$ cat src/rtl/rx_symb_buf_pkg.sv
// -----------------------------------------------------------------------------
// rx_symb_buf_pkg
// Shared decoder package for the received-symbol buffer: default symbol width,
// codeword length and start latency, the replay FSM state encoding, and a
// helper used for the elaboration-time size check.
// -----------------------------------------------------------------------------
package rx_symb_buf_pkg;

   localparam int SYM_BW_DEF    = 8;
   localparam int N_NUM_DEF     = 255;
   localparam int START_LAT_DEF = 3;

   // Replay FSM: IDLE waits for rd_start, WAIT covers the start latency,
   // READ streams the stored codeword out.
   typedef enum logic [1:0] {
      RD_IDLE = 2'd0,
      RD_WAIT = 2'd1,
      RD_READ = 2'd2
   } rd_state_t;

   // True when a codeword of n_num symbols can be indexed 1..n_num by a
   // sym_bw-bit counter without wrapping.
   function automatic bit n_num_fits(input int sym_bw, input int n_num);
      return (n_num >= 1) && (n_num <= (1 << sym_bw) - 1);
   endfunction

endpackage

$ cat src/rtl/rx_symb_buf_if.sv
// -----------------------------------------------------------------------------
// rx_symb_buf_if
// Bundles the symbol-input handshake and the replay-side signals of
// rx_symb_buf.
//   in_val / in_sym / in_rdy : symbol input. A symbol transfers on a rising
//       clock edge where in_val=1 and in_rdy=1, and on no other edge. in_rdy
//       does not depend on in_val; the source holds in_val and in_sym stable
//       until the transfer happens.
//   rd_start      : one-cycle replay request from the Forney stage
//   symb_cnt      : replay index 1..N_NUM, 0 when nothing is replayed
//   symb_with_err : replayed stored symbol, aligned with symb_cnt
//   blk_avail     : a complete codeword is stored and not being replayed
//   rd_err        : one-cycle pulse, rd_start was rejected
// Modports: master = symbol source / corrector side, slave = the buffer.
// -----------------------------------------------------------------------------
interface rx_symb_buf_if
   import rx_symb_buf_pkg::*;
#(
   parameter int SYM_BW = SYM_BW_DEF
);

   logic              in_val;
   logic [SYM_BW-1:0] in_sym;
   logic              in_rdy;
   logic              rd_start;
   logic [SYM_BW-1:0] symb_cnt;
   logic [SYM_BW-1:0] symb_with_err;
   logic              blk_avail;
   logic              rd_err;

   modport master (
      output in_val, in_sym, rd_start,
      input  in_rdy, symb_cnt, symb_with_err, blk_avail, rd_err
   );

   modport slave (
      input  in_val, in_sym, rd_start,
      output in_rdy, symb_cnt, symb_with_err, blk_avail, rd_err
   );

endinterface

$ cat src/rtl/rx_symb_buf_dpram.sv
// -----------------------------------------------------------------------------
// rs_sym_dpram
// Simple dual-port RAM holding two banks of N_NUM symbols. One write port,
// one read port with a single registered read stage. Addresses are
// {bank, index}; index must stay below N_NUM. Contents are not reset.
// Ports:
//   clk              : clock
//   wr_en/wr_addr/wr_data : write port
//   rd_en/rd_addr    : read request, data appears on rd_data after the edge
//   rd_data          : registered read data
// -----------------------------------------------------------------------------
module rs_sym_dpram
   import rx_symb_buf_pkg::*;
#(
   parameter int SYM_BW = SYM_BW_DEF,
   parameter int N_NUM  = N_NUM_DEF
) (
   input  logic              clk,
   input  logic              wr_en,
   input  logic [SYM_BW:0]   wr_addr,
   input  logic [SYM_BW-1:0] wr_data,
   input  logic              rd_en,
   input  logic [SYM_BW:0]   rd_addr,
   output logic [SYM_BW-1:0] rd_data
);

   logic [SYM_BW-1:0] mem [0:1][0:N_NUM-1];

   always_ff @(posedge clk) begin
      if (wr_en) begin
         mem[wr_addr[SYM_BW]][wr_addr[SYM_BW-1:0]] <= wr_data;
      end
      if (rd_en) begin
         rd_data <= mem[rd_addr[SYM_BW]][rd_addr[SYM_BW-1:0]];
      end
   end

endmodule

$ cat src/rtl/rx_symb_buf.sv
// -----------------------------------------------------------------------------
// rx_symb_buf
// Ping-pong buffer for received Reed-Solomon symbols. Incoming symbols fill
// one bank while the other bank, once complete, is replayed to the corrector
// in step with its symb_cnt. The replay starts START_LAT cycles after an
// accepted rd_start and runs N_NUM consecutive cycles.
// Ports:
//   clk, rst_n : clock, synchronous active-low reset
//   bus        : rx_symb_buf_if.slave (symbol input handshake + replay side)
//   dbg_state  : current replay FSM state
// -----------------------------------------------------------------------------
module rx_symb_buf
   import rx_symb_buf_pkg::*;
#(
   parameter int SYM_BW    = SYM_BW_DEF,
   parameter int N_NUM     = N_NUM_DEF,
   parameter int START_LAT = START_LAT_DEF
) (
   input  logic         clk,
   input  logic         rst_n,
   rx_symb_buf_if.slave bus,
   output rd_state_t    dbg_state
);

   // Elaboration-time parameter checks.
   if (!n_num_fits(SYM_BW, N_NUM)) begin : g_bad_n_num
      $error("rx_symb_buf: N_NUM must be within 1..2^SYM_BW-1");
   end
   if (START_LAT < 2) begin : g_bad_lat
      $error("rx_symb_buf: START_LAT must be at least 2");
   end

   localparam int LW = $clog2(START_LAT + 1);
   localparam logic [SYM_BW-1:0] LAST_IDX  = SYM_BW'(N_NUM - 1);
   localparam logic [SYM_BW-1:0] N_CNT     = SYM_BW'(N_NUM);
   localparam logic [LW-1:0]     WAIT_LAST = LW'(START_LAT - 2);

   // ---------------------------------------------------------------- state
   rd_state_t         state_q, state_nxt;
   logic [1:0]        full_q, full_nxt;
   logic              wb_q, wb_nxt;
   logic              rb_q, rb_nxt;
   logic [SYM_BW-1:0] wcnt_q;
   logic              in_rdy_q;
   logic [LW-1:0]     wait_q, wait_nxt;
   logic [SYM_BW-1:0] ridx_q, ridx_nxt;
   logic              q_vld_q;
   logic [SYM_BW-1:0] q_cnt_q;
   logic [SYM_BW-1:0] symb_cnt_q;
   logic [SYM_BW-1:0] symb_err_q;
   logic              rd_err_q;
   logic              blk_avail_q;

   // ---------------------------------------------------------- comb signals
   logic              wr_fire;
   logic              wr_last;
   logic              ram_rd_en;
   logic [SYM_BW-1:0] ram_rd_idx;
   logic [SYM_BW-1:0] ram_rd_data;
   logic              rd_rel;
   logic              rd_reject;

   // ------------------------------------------------------------ write side
   assign wr_fire = bus.in_val && in_rdy_q;
   assign wr_last = wr_fire && (wcnt_q == LAST_IDX);

   rs_sym_dpram #(
      .SYM_BW (SYM_BW),
      .N_NUM  (N_NUM)
   ) u_ram (
      .clk     (clk),
      .wr_en   (wr_fire),
      .wr_addr ({wb_q, wcnt_q}),
      .wr_data (bus.in_sym),
      .rd_en   (ram_rd_en),
      .rd_addr ({rb_q, ram_rd_idx}),
      .rd_data (ram_rd_data)
   );

   // ------------------------------------------------------- replay FSM comb
   // Address i is issued one cycle before its data leaves the RAM register
   // and two cycles before it shows on symb_with_err, so the last WAIT cycle
   // issues index 0 to land symb_cnt=1 exactly START_LAT cycles after the
   // accepted rd_start.
   always_comb begin
      state_nxt  = state_q;
      wait_nxt   = wait_q;
      ridx_nxt   = ridx_q;
      ram_rd_en  = 1'b0;
      ram_rd_idx = ridx_q;
      rd_rel     = 1'b0;
      rd_reject  = 1'b0;
      unique case (state_q)
         RD_IDLE: begin
            if (bus.rd_start) begin
               // full is sampled pre-edge, so a codeword completing on this
               // same edge is not yet eligible.
               if (full_q[rb_q]) begin
                  state_nxt = RD_WAIT;
                  wait_nxt  = '0;
               end else begin
                  rd_reject = 1'b1;
               end
            end
         end
         RD_WAIT: begin
            rd_reject = bus.rd_start;
            if (wait_q == WAIT_LAST) begin
               ram_rd_en  = 1'b1;
               ram_rd_idx = '0;
               ridx_nxt   = SYM_BW'(1);
               state_nxt  = RD_READ;
            end else begin
               wait_nxt = wait_q + 1'b1;
            end
         end
         RD_READ: begin
            rd_reject = bus.rd_start;
            if (ridx_q != N_CNT) begin
               ram_rd_en  = 1'b1;
               ram_rd_idx = ridx_q;
               ridx_nxt   = ridx_q + 1'b1;
            end
            // Last symbol is on the outputs: free the bank on this edge.
            if (symb_cnt_q == N_CNT) begin
               rd_rel    = 1'b1;
               state_nxt = RD_IDLE;
            end
         end
         default: state_nxt = RD_IDLE;
      endcase
   end

   // ----------------------------------------------------- bank bookkeeping
   // A write can only complete a bank that is not full, and a release only
   // frees the full bank being replayed, so the two never hit the same bit.
   always_comb begin
      full_nxt = full_q;
      if (rd_rel) begin
         full_nxt[rb_q] = 1'b0;
      end
      if (wr_last) begin
         full_nxt[wb_q] = 1'b1;
      end
      wb_nxt = wr_last ? ~wb_q : wb_q;
      rb_nxt = rd_rel  ? ~rb_q : rb_q;
   end

   // -------------------------------------------------------- state register
   always_ff @(posedge clk) begin
      if (!rst_n) begin
         state_q <= RD_IDLE;
      end else begin
         state_q <= state_nxt;
      end
   end

   // ------------------------------------------------------------- datapath
   always_ff @(posedge clk) begin
      if (!rst_n) begin
         full_q      <= 2'b00;
         wb_q        <= 1'b0;
         rb_q        <= 1'b0;
         wcnt_q      <= '0;
         in_rdy_q    <= 1'b1;
         wait_q      <= '0;
         ridx_q      <= '0;
         q_vld_q     <= 1'b0;
         q_cnt_q     <= '0;
         symb_cnt_q  <= '0;
         symb_err_q  <= '0;
         rd_err_q    <= 1'b0;
         blk_avail_q <= 1'b0;
      end else begin
         full_q   <= full_nxt;
         wb_q     <= wb_nxt;
         rb_q     <= rb_nxt;
         wait_q   <= wait_nxt;
         ridx_q   <= ridx_nxt;
         if (wr_last) begin
            wcnt_q <= '0;
         end else if (wr_fire) begin
            wcnt_q <= wcnt_q + 1'b1;
         end
         // Registered flags are computed from the post-edge bank state so
         // a freed bank is reported ready in the very next cycle.
         in_rdy_q    <= ~full_nxt[wb_nxt];
         blk_avail_q <= (state_nxt == RD_IDLE) ? full_nxt[rb_nxt]
                                               : full_nxt[~rb_nxt];
         // Read pipeline: the index travels alongside the RAM read.
         q_vld_q    <= ram_rd_en;
         q_cnt_q    <= ram_rd_idx + 1'b1;
         symb_cnt_q <= q_vld_q ? q_cnt_q     : '0;
         symb_err_q <= q_vld_q ? ram_rd_data : '0;
         rd_err_q   <= rd_reject;
      end
   end

   // -------------------------------------------------------------- outputs
   assign bus.in_rdy        = in_rdy_q;
   assign bus.symb_cnt      = symb_cnt_q;
   assign bus.symb_with_err = symb_err_q;
   assign bus.blk_avail     = blk_avail_q;
   assign bus.rd_err        = rd_err_q;
   assign dbg_state         = state_q;

endmodule

$ cat src/flat_wrapper.sv
// flat-port wrapper written by rule: the top's interface ports become plain ports
module rx_symb_buf_flat import rx_symb_buf_pkg::*;
#(
   parameter int SYM_BW    = SYM_BW_DEF,
   parameter int N_NUM     = N_NUM_DEF,
   parameter int START_LAT = START_LAT_DEF
)
  (clk, rst_n, dbg_state, bus_in_val, bus_in_sym, bus_rd_start, bus_in_rdy, bus_symb_cnt, bus_symb_with_err, bus_blk_avail, bus_rd_err);
  rx_symb_buf_if #(.SYM_BW(SYM_BW)) bus_i ();
  input  logic clk;
  input  logic rst_n;
  output rd_state_t dbg_state;
  input wire logic [$bits(bus_i.in_val)-1:0] bus_in_val;
  input wire logic [$bits(bus_i.in_sym)-1:0] bus_in_sym;
  input wire logic [$bits(bus_i.rd_start)-1:0] bus_rd_start;
  output wire logic [$bits(bus_i.in_rdy)-1:0] bus_in_rdy;
  output wire logic [$bits(bus_i.symb_cnt)-1:0] bus_symb_cnt;
  output wire logic [$bits(bus_i.symb_with_err)-1:0] bus_symb_with_err;
  output wire logic [$bits(bus_i.blk_avail)-1:0] bus_blk_avail;
  output wire logic [$bits(bus_i.rd_err)-1:0] bus_rd_err;
  assign bus_i.in_val = bus_in_val;
  assign bus_i.in_sym = bus_in_sym;
  assign bus_i.rd_start = bus_rd_start;
  assign bus_in_rdy = bus_i.in_rdy;
  assign bus_symb_cnt = bus_i.symb_cnt;
  assign bus_symb_with_err = bus_i.symb_with_err;
  assign bus_blk_avail = bus_i.blk_avail;
  assign bus_rd_err = bus_i.rd_err;
  rx_symb_buf #(.SYM_BW(SYM_BW), .N_NUM(N_NUM), .START_LAT(START_LAT)) u_core (.clk(clk), .rst_n(rst_n), .bus(bus_i), .dbg_state(dbg_state));
endmodule
$ cat config.mk
export PLATFORM = sky130hd
export DESIGN_NAME = rx_symb_buf_flat
export DESIGN_NICKNAME = d
export VERILOG_FILES = /design/src/rtl/rx_symb_buf_pkg.sv /design/src/rtl/rx_symb_buf_if.sv /design/src/rtl/rx_symb_buf_dpram.sv /design/src/rtl/rx_symb_buf.sv /design/src/flat_wrapper.sv
export SDC_FILE = /design/constraint.sdc
export NUM_CORES = 2
export LEC_CHECK = 0
export CORE_UTILIZATION = 63
export DETAILED_ROUTE_END_ITERATION = 10
export PLACE_DENSITY_LB_ADDON = 0.2
export SYNTH_ARGS = -nofsm -noshare
export SYNTH_HDL_FRONTEND = slang
export SYNTH_HIERARCHICAL = 1
export SYNTH_SLANG_ARGS = --single-unit
$ cat constraint.sdc
create_clock -name clk -period 5.02 [get_ports clk]
set_input_delay 1.004 -clock clk [delete_from_list [all_inputs] [get_ports clk]]
set_output_delay 1.004 -clock clk [all_outputs]
set_load 0.03 [all_outputs]
==> After elaboration in Yosys (flattened, before gate mapping) <==
Memories as Yosys holds them, arrays and structs flattened. A register that Yosys moved wholly into a read port is not among the register bits.
Index checks and enable logic that the tools add are counted.
{ "classes": {"n_div": 0, "n_bitwise": 10, "shift": 0, "add_sub_neg": 4, "n_lt_le_gt_ge": 10, "eq_ne": 11, "reduce_logical": 14, "muxes": 47, "n_mul": 0} }
{ "op_table": {"columns": ["op", "n"], "rows": [
  ["$mux W2040", 1],
  ["$bmux W8 S8", 1],
  ["$demux W8 S8", 1],
  ["$mux W8", 7],
  ["$add A8 B1 Y8 const B", 3],
  ["$mux W1", 21],
  ["$ge A9 B9 Y1 const B", 2],
  ["$mux W2", 9],
  ["$not A8 Y9", 2],
  ["$eq A8 B8 Y1 const B", 2],
  ["$pmux W8 S2", 1],
  ["$lt A1 B2 Y1 const B", 5],
  ["$lt A9 B1 Y1 const B", 1],
  ["$ne A8 B8 Y1 const B", 1],
  ["$ne A2 B1 Y1 const B", 3],
  ["$pmux W2 S3", 1],
  ["$logic_and A1 B1 Y1", 5],
  ["$not A1 Y1", 5],
  ["$eq A2 B1 Y1 const B", 2],
  ["$logic_not A2 Y1", 2],
  ["$ne A2 B2 Y1 const B", 2],
  ["$pmux W1 S2", 2],
  ["$pmux W2 S2", 1],
  ["$reduce_and A4 Y1", 1],
  ["other kinds (11)", 15]
]} }
{ "totals": {"in_bits": 12, "output_inout_bits": 21, "mem_bits_ro": 0, "mem_bits_rw": 4080, "latch_bits": 0, "register_bits": 60, "elab_cells": 112, "n_memories": 1} }
{ "memory_table": {"columns": ["memory", "words", "word_bits", "rd", "rd_clocked_by_memory_dff", "wr", "line", "rtl"], "rows": [
  ["u_core.u_ram.mem", 2, 2040, 1, 1, 1, "rx_symb_buf_dpram.sv:27", "logic [SYM_BW-1:0] mem [0:1][0:N_NUM-1];"]
]} }

==> Longest topological paths before layout <==
{ "logic_depth": {"depth_word": 12, "depth_mapped": 18, "depth_no_buf": 12} }

==> By module <==
The synthesis kept the hierarchy.
{ "modules_own_cells": {"columns": ["module", "seq_area_each_um2", "cells_per_inst", "area_per_inst_um2", "instances"], "rows": [
  ["rs_sym_dpram", 122757.7, 8040, 160335.0, 1],
  ["rx_symb_buf", 1041.0, 229, 2195.9, 1]
]} }

==> Least setup slack after synthesis <==
OpenSTA, ideal clock, no wires.
{ "synth_timing": {"path_kind": "register to register", "startpoint": "register u_core.state_q[1], in the netlist u_core/dbg_state[1]", "endpoint": "register u_core.u_ram.rd_data[6] (data pin)", "path_buffers": 4, "synth_period_minus_slack_ps": 3843, "arrival_ps": 3578, "setup_time_ps": 265, "path_slack_ps": 1177, "path_stages_with_launch": 17, "required_ps": 4755, "cell_sequence": "dfxtp_1 > inv_1 > ha_1 > nand2_1 > clkbuf_1 > and2_1 > buf_2 > buf_2 > buf_1 > mux4_2 > a22o_1 > a221oi_1 > o22ai_1 > a211oi_1 > o22ai_1 > a221oi_1 > nor3_1"} }
{ "synth_via": {"elab_chain_len": 6} }
{ "synth_rtl": {"columns": ["item", "line", "rtl"], "rows": [
  ["start, declared", "rx_symb_buf.sv:39", "rd_state_t state_q, state_nxt;"],
  ["start signal, assigned", "rx_symb_buf.sv:154", "state_q <= state_nxt;"],
  ["$eq A2 B1 Y1", "rx_symb_buf.sv:93", "unique case (state_q)"],
  ["$mux W8", null, null],
  ["via u_core.ram_rd_idx[0]", "rx_symb_buf.sv:58", "logic [SYM_BW-1:0] ram_rd_idx;"],
  ["$not A8 Y9 (implied by the code)", "rx_symb_buf_dpram.sv:34", "rd_data <= mem[rd_addr[SYM_BW]][rd_addr[SYM_BW-1:0]];"],
  ["$bmux W8 S8", "rx_symb_buf_dpram.sv:34", null],
  ["$mux W8 (implied by the code) (2 in series)", "rx_symb_buf_dpram.sv:34", null],
  ["end signal, assigned", "rx_symb_buf_dpram.sv:34", null],
  ["end, declared", "rx_symb_buf_dpram.sv:24", "output logic [SYM_BW-1:0] rd_data"]
]} }
The timed path passes the listed nets, and every way through them passes these cells. The select of a mux whose other input is x is not followed.
A chain may end at the register's enable or synchronous reset.

==> Worst setup path after layout <==
{ "layout_timing": {"startpoint": "register u_core.state_q[1], in the netlist u_core/dbg_state[1]", "endpoint": "register u_core.u_ram.rd_data[2] (data pin)"} }
The elaborated chain is that of the path after synthesis.

==> impl_metrics.toml <==
[run_status]
status = "finished, violations left"
violations = "DRC"

[synthesis]
ys_ff_latch = 4140
syn_nets = 8290
synthArstFlopShare = 0
synth_edf_count = 4088
seq_area_frac_synth = 0.762
synth_cells = 8269
synth_ff_type = "edfxtp_1"
synth.avg_cell_area_sq_um = 19.7
yosysWarningCount = 6
ys_types = 83
netlist_area_sq_mm = 0.163

[placement]
dp_slack_ns = -0.0921
dpl_cell_area_sq_mm = 0.170
dp_hpwl_mm = 285
gp_congestion = 0.966
port_buffers = 32

[clock_tree]
clkLatencyLatePin_ns = 1.02
clk_path_buf_depth = 4
clkSinkCount = 4140
cts_tree = "done"
hold_buffers = 0
numCtsBuffers = 410
h-tree-depth = 5
root_buffer = "clkbuf_16"
clk_pin_slew_ns = 0.07

[routing]
ant_nets = 0
wire_per_inst_um = 36.3
drc = 4
drt-pass1-iter-count = 11
via_per_inst = 7.11
drt_wl_total_mm = 454
vias = 88900
drt_iter0_drc = 14600

[grt]
grt_pass1_vias = 86100
grt_antenna_before_repair = 25
grt_pass1_wl_mm = 639
track_usage = 0.352
grt_overflow_total = 0
grt_max_degree = 180

[timing]
setup_slack_ns = 0.172
fin_crit_sh = 0.966
hold_viol = 0
maxSlewViolCount = 0
fin_worst_skew_ns = 0.0623
setup_viol = 0
rsz0062_at_grt = "no"
fin_tns_setup_ns = 0
worst_pin_slew_ns = 1.41
period_minus_slack_ns = 4.85
fmax_mhz = 206
relSlewSlack = 0.0512
holdWs_ns = 0.467

[power]
switching_share = 0.195
peakVddDrop_uv = 399
sequentialPowerShare = 0.551
power_frac_clock = 0.437
power.density_mw_per_mm2 = 377
leakagePower_nw = 55.3
power_switching_mw = 13.5
p_int_mw = 55.5
combPwrFrac = 0.013

[die]
die_x_um = 510
core_sq_mm = 0.257
start_util = 0.633
die_h_um = 510
die_area_sq_mm = 0.260
ioPinCount = 33
rows = 186

[layout]
final_common_cell = "edfxtp_1"
syn_to_final_growth_pct = 12.5
layout.nets = 8827
layout_common_cells = "4,088 x edfxtp_1, 739 x mux2i_1, 696 x mux4_2"
layout-drive-gt1-share = 0.216
fill_cells = 15000
finish.instance_area_sq_mm = 0.183
fin_util = 0.712

[critical_path]
critPathMaxFanout = 42
cp-end-kind = "flop"
critPathLaunchType = "flop"
worstSetupPathType = "reg2reg"
critPathArrivalTime_ns = 5.63
worstPathRequired_ns = 5.80

[min_path]
worstHoldPathType = "reg2reg"

[flow_run]
cap_violations = 0
[repair_timing]
| item | in CTS | in global routing |
|---|---|---|
| pin swaps | 1 | 0 |
| buffers inserted | 6 | 0 |
| endpoints found under the setup margin | 1 | 6 |
| resized for setup | 0 | 5 |
[path summary, 6_finish.rpt]
check / depth (start not counted) / slack (ns) / from / to
setup / recovery: 13 / 0.17 / u_core/dbg_state[1] / u_core/u_ram/rd_data[2]
hold / removal: 2 / 0.47 / u_core/wait_q[1] / u_core/wait_q[1]
setup reg to reg: 13 / 0.17 / u_core/dbg_state[1] / u_core/u_ram/rd_data[2]
hold reg to reg: 2 / 0.47 / u_core/wait_q[1] / u_core/wait_q[1]
[through the flow]
stage,instances,power [mW]
after floorplan,8269,38.8
after global routing,12500,70.4
after detailed placement,11800,39.6
after global placement,11800,39.5
after CTS,12500,69.1
final,12500,69.0
[power groups by stage]
stage	sequential, mW	clock, mW	combinational (mW)
3_5_place_dp	38.7	0	0.841
2_1_floorplan	38.7	0	0.0805
3_3_place_gp	38.7	0	0.792
4_1_cts	38.0	30.3	0.840
6_report	38.0	30.1	0.867
5_1_grt	38.0	31.5	0.886
[cell usage after synthesis (all sizes together), types with 6 or more instances]
| library cell | instances | area, sq um |
|---|---|---|
| o311ai | 11 | 96.3 |
| xnor2 | 8 | 70.1 |
| mux4 | 697 | 15700 |
| and2 | 31 | 194 |
| mux2 | 14 | 161 |
| nor4 | 13 | 87.6 |
| a21oi | 196 | 992 |
| o22ai | 195 | 1220 |
| nand3 | 70 | 350 |
| a22oi | 23 | 173 |
| a2111oi | 10 | 113 |
| xor2 | 11 | 96.3 |
| inv | 17 | 63.8 |
| o22a | 8 | 70.1 |
| a211oi | 30 | 225 |
| dfxtp | 52 | 1040 |
| or3 | 15 | 93.8 |
| a221oi | 15 | 138 |
| ha | 9 | 113 |
| o221ai | 266 | 2330 |
| and3 | 33 | 216 |
| nand2b | 6 | 37.5 |
| nor2b | 20 | 125 |
| nor3 | 93 | 465 |
| mux2i | 739 | 7400 |
| buf | 282 | 2440 |
| nor2 | 618 | 2320 |
| a311oi | 12 | 105 |
| o21a | 7 | 52.6 |
| o21ai | 108 | 541 |
| a31oi | 18 | 113 |
| nand4 | 19 | 119 |
| a2bb2oi | 7 | 61.3 |
| edfxtp | 4088 | 123000 |
| nand2 | 176 | 663 |
| o211ai | 10 | 75.1 |
| clkbuf | 248 | 931 |
| a22o | 9 | 78.8 |
| o31ai | 14 | 105 |
| o32ai | 7 | 61.3 |
[flip-flops by register name, indices dropped and copies added (netlist names), 2 cells and up]
register,cells
u_core/wait_q,2
u_core/full_q,2
u_core/q_cnt_q,8
u_core/u_ram/mem,4080
u_core/bus.symb_with_err,8
u_core/wcnt_q,8
u_core/dbg_state,2
u_core/bus.symb_cnt,8
u_core/ridx_q,8
u_core/u_ram/rd_data,8
[logic make-up after synthesis]
family	after synthesis	synth area share
compound gates	990	0.0427
fa+ha+maj	9	0.000693
flops	4140	0.762
simple gates	1114	0.0297
mux	1450	0.143
xor+xnor	19	0.00102
buf+inv	547	0.0211
[final cells by class]
type                            instances  area (sq um)  area share
Clock inverter                        234          2320      0.0127
Multi-Input combinational cell       3582         35400       0.194
Inverter                               17          81.3    0.000445
Timing Repair Buffer                  655          6250      0.0342
Tap cell                             3384          4230      0.0232
Sequential cell                      4140        124000       0.677
Clock buffer                          483         10700      0.0586
Antenna cell                           10          25.0    0.000137
[worst max-delay path, cell delays in order (launching register included)]
cell     delay, ns
dfxtp_1       0.38
inv_1         0.14
ha_1          0.28
nand2_2       0.26
and2_4        0.41
buf_12        0.34
buf_12        0.29
mux4_2        0.38
mux4_2        0.53
nand2_1       0.24
o31ai_1       0.31
o31ai_1       0.52
nand3_1       0.24
o211a_1       0.19
[routing by layer]
layer / GRT usage / share of wire / vias to the layer above
li1: - / - / 35200
met1: 0.487 / 0.35 / 45700
met2: 0.518 / 0.45 / 6705
met3: 0.100 / 0.14 / 1233
met4: 0.180 / 0.059 / 24
met5: 0 / 0.00038 / -
Note: power is estimated with default switching activity, not from simulation.
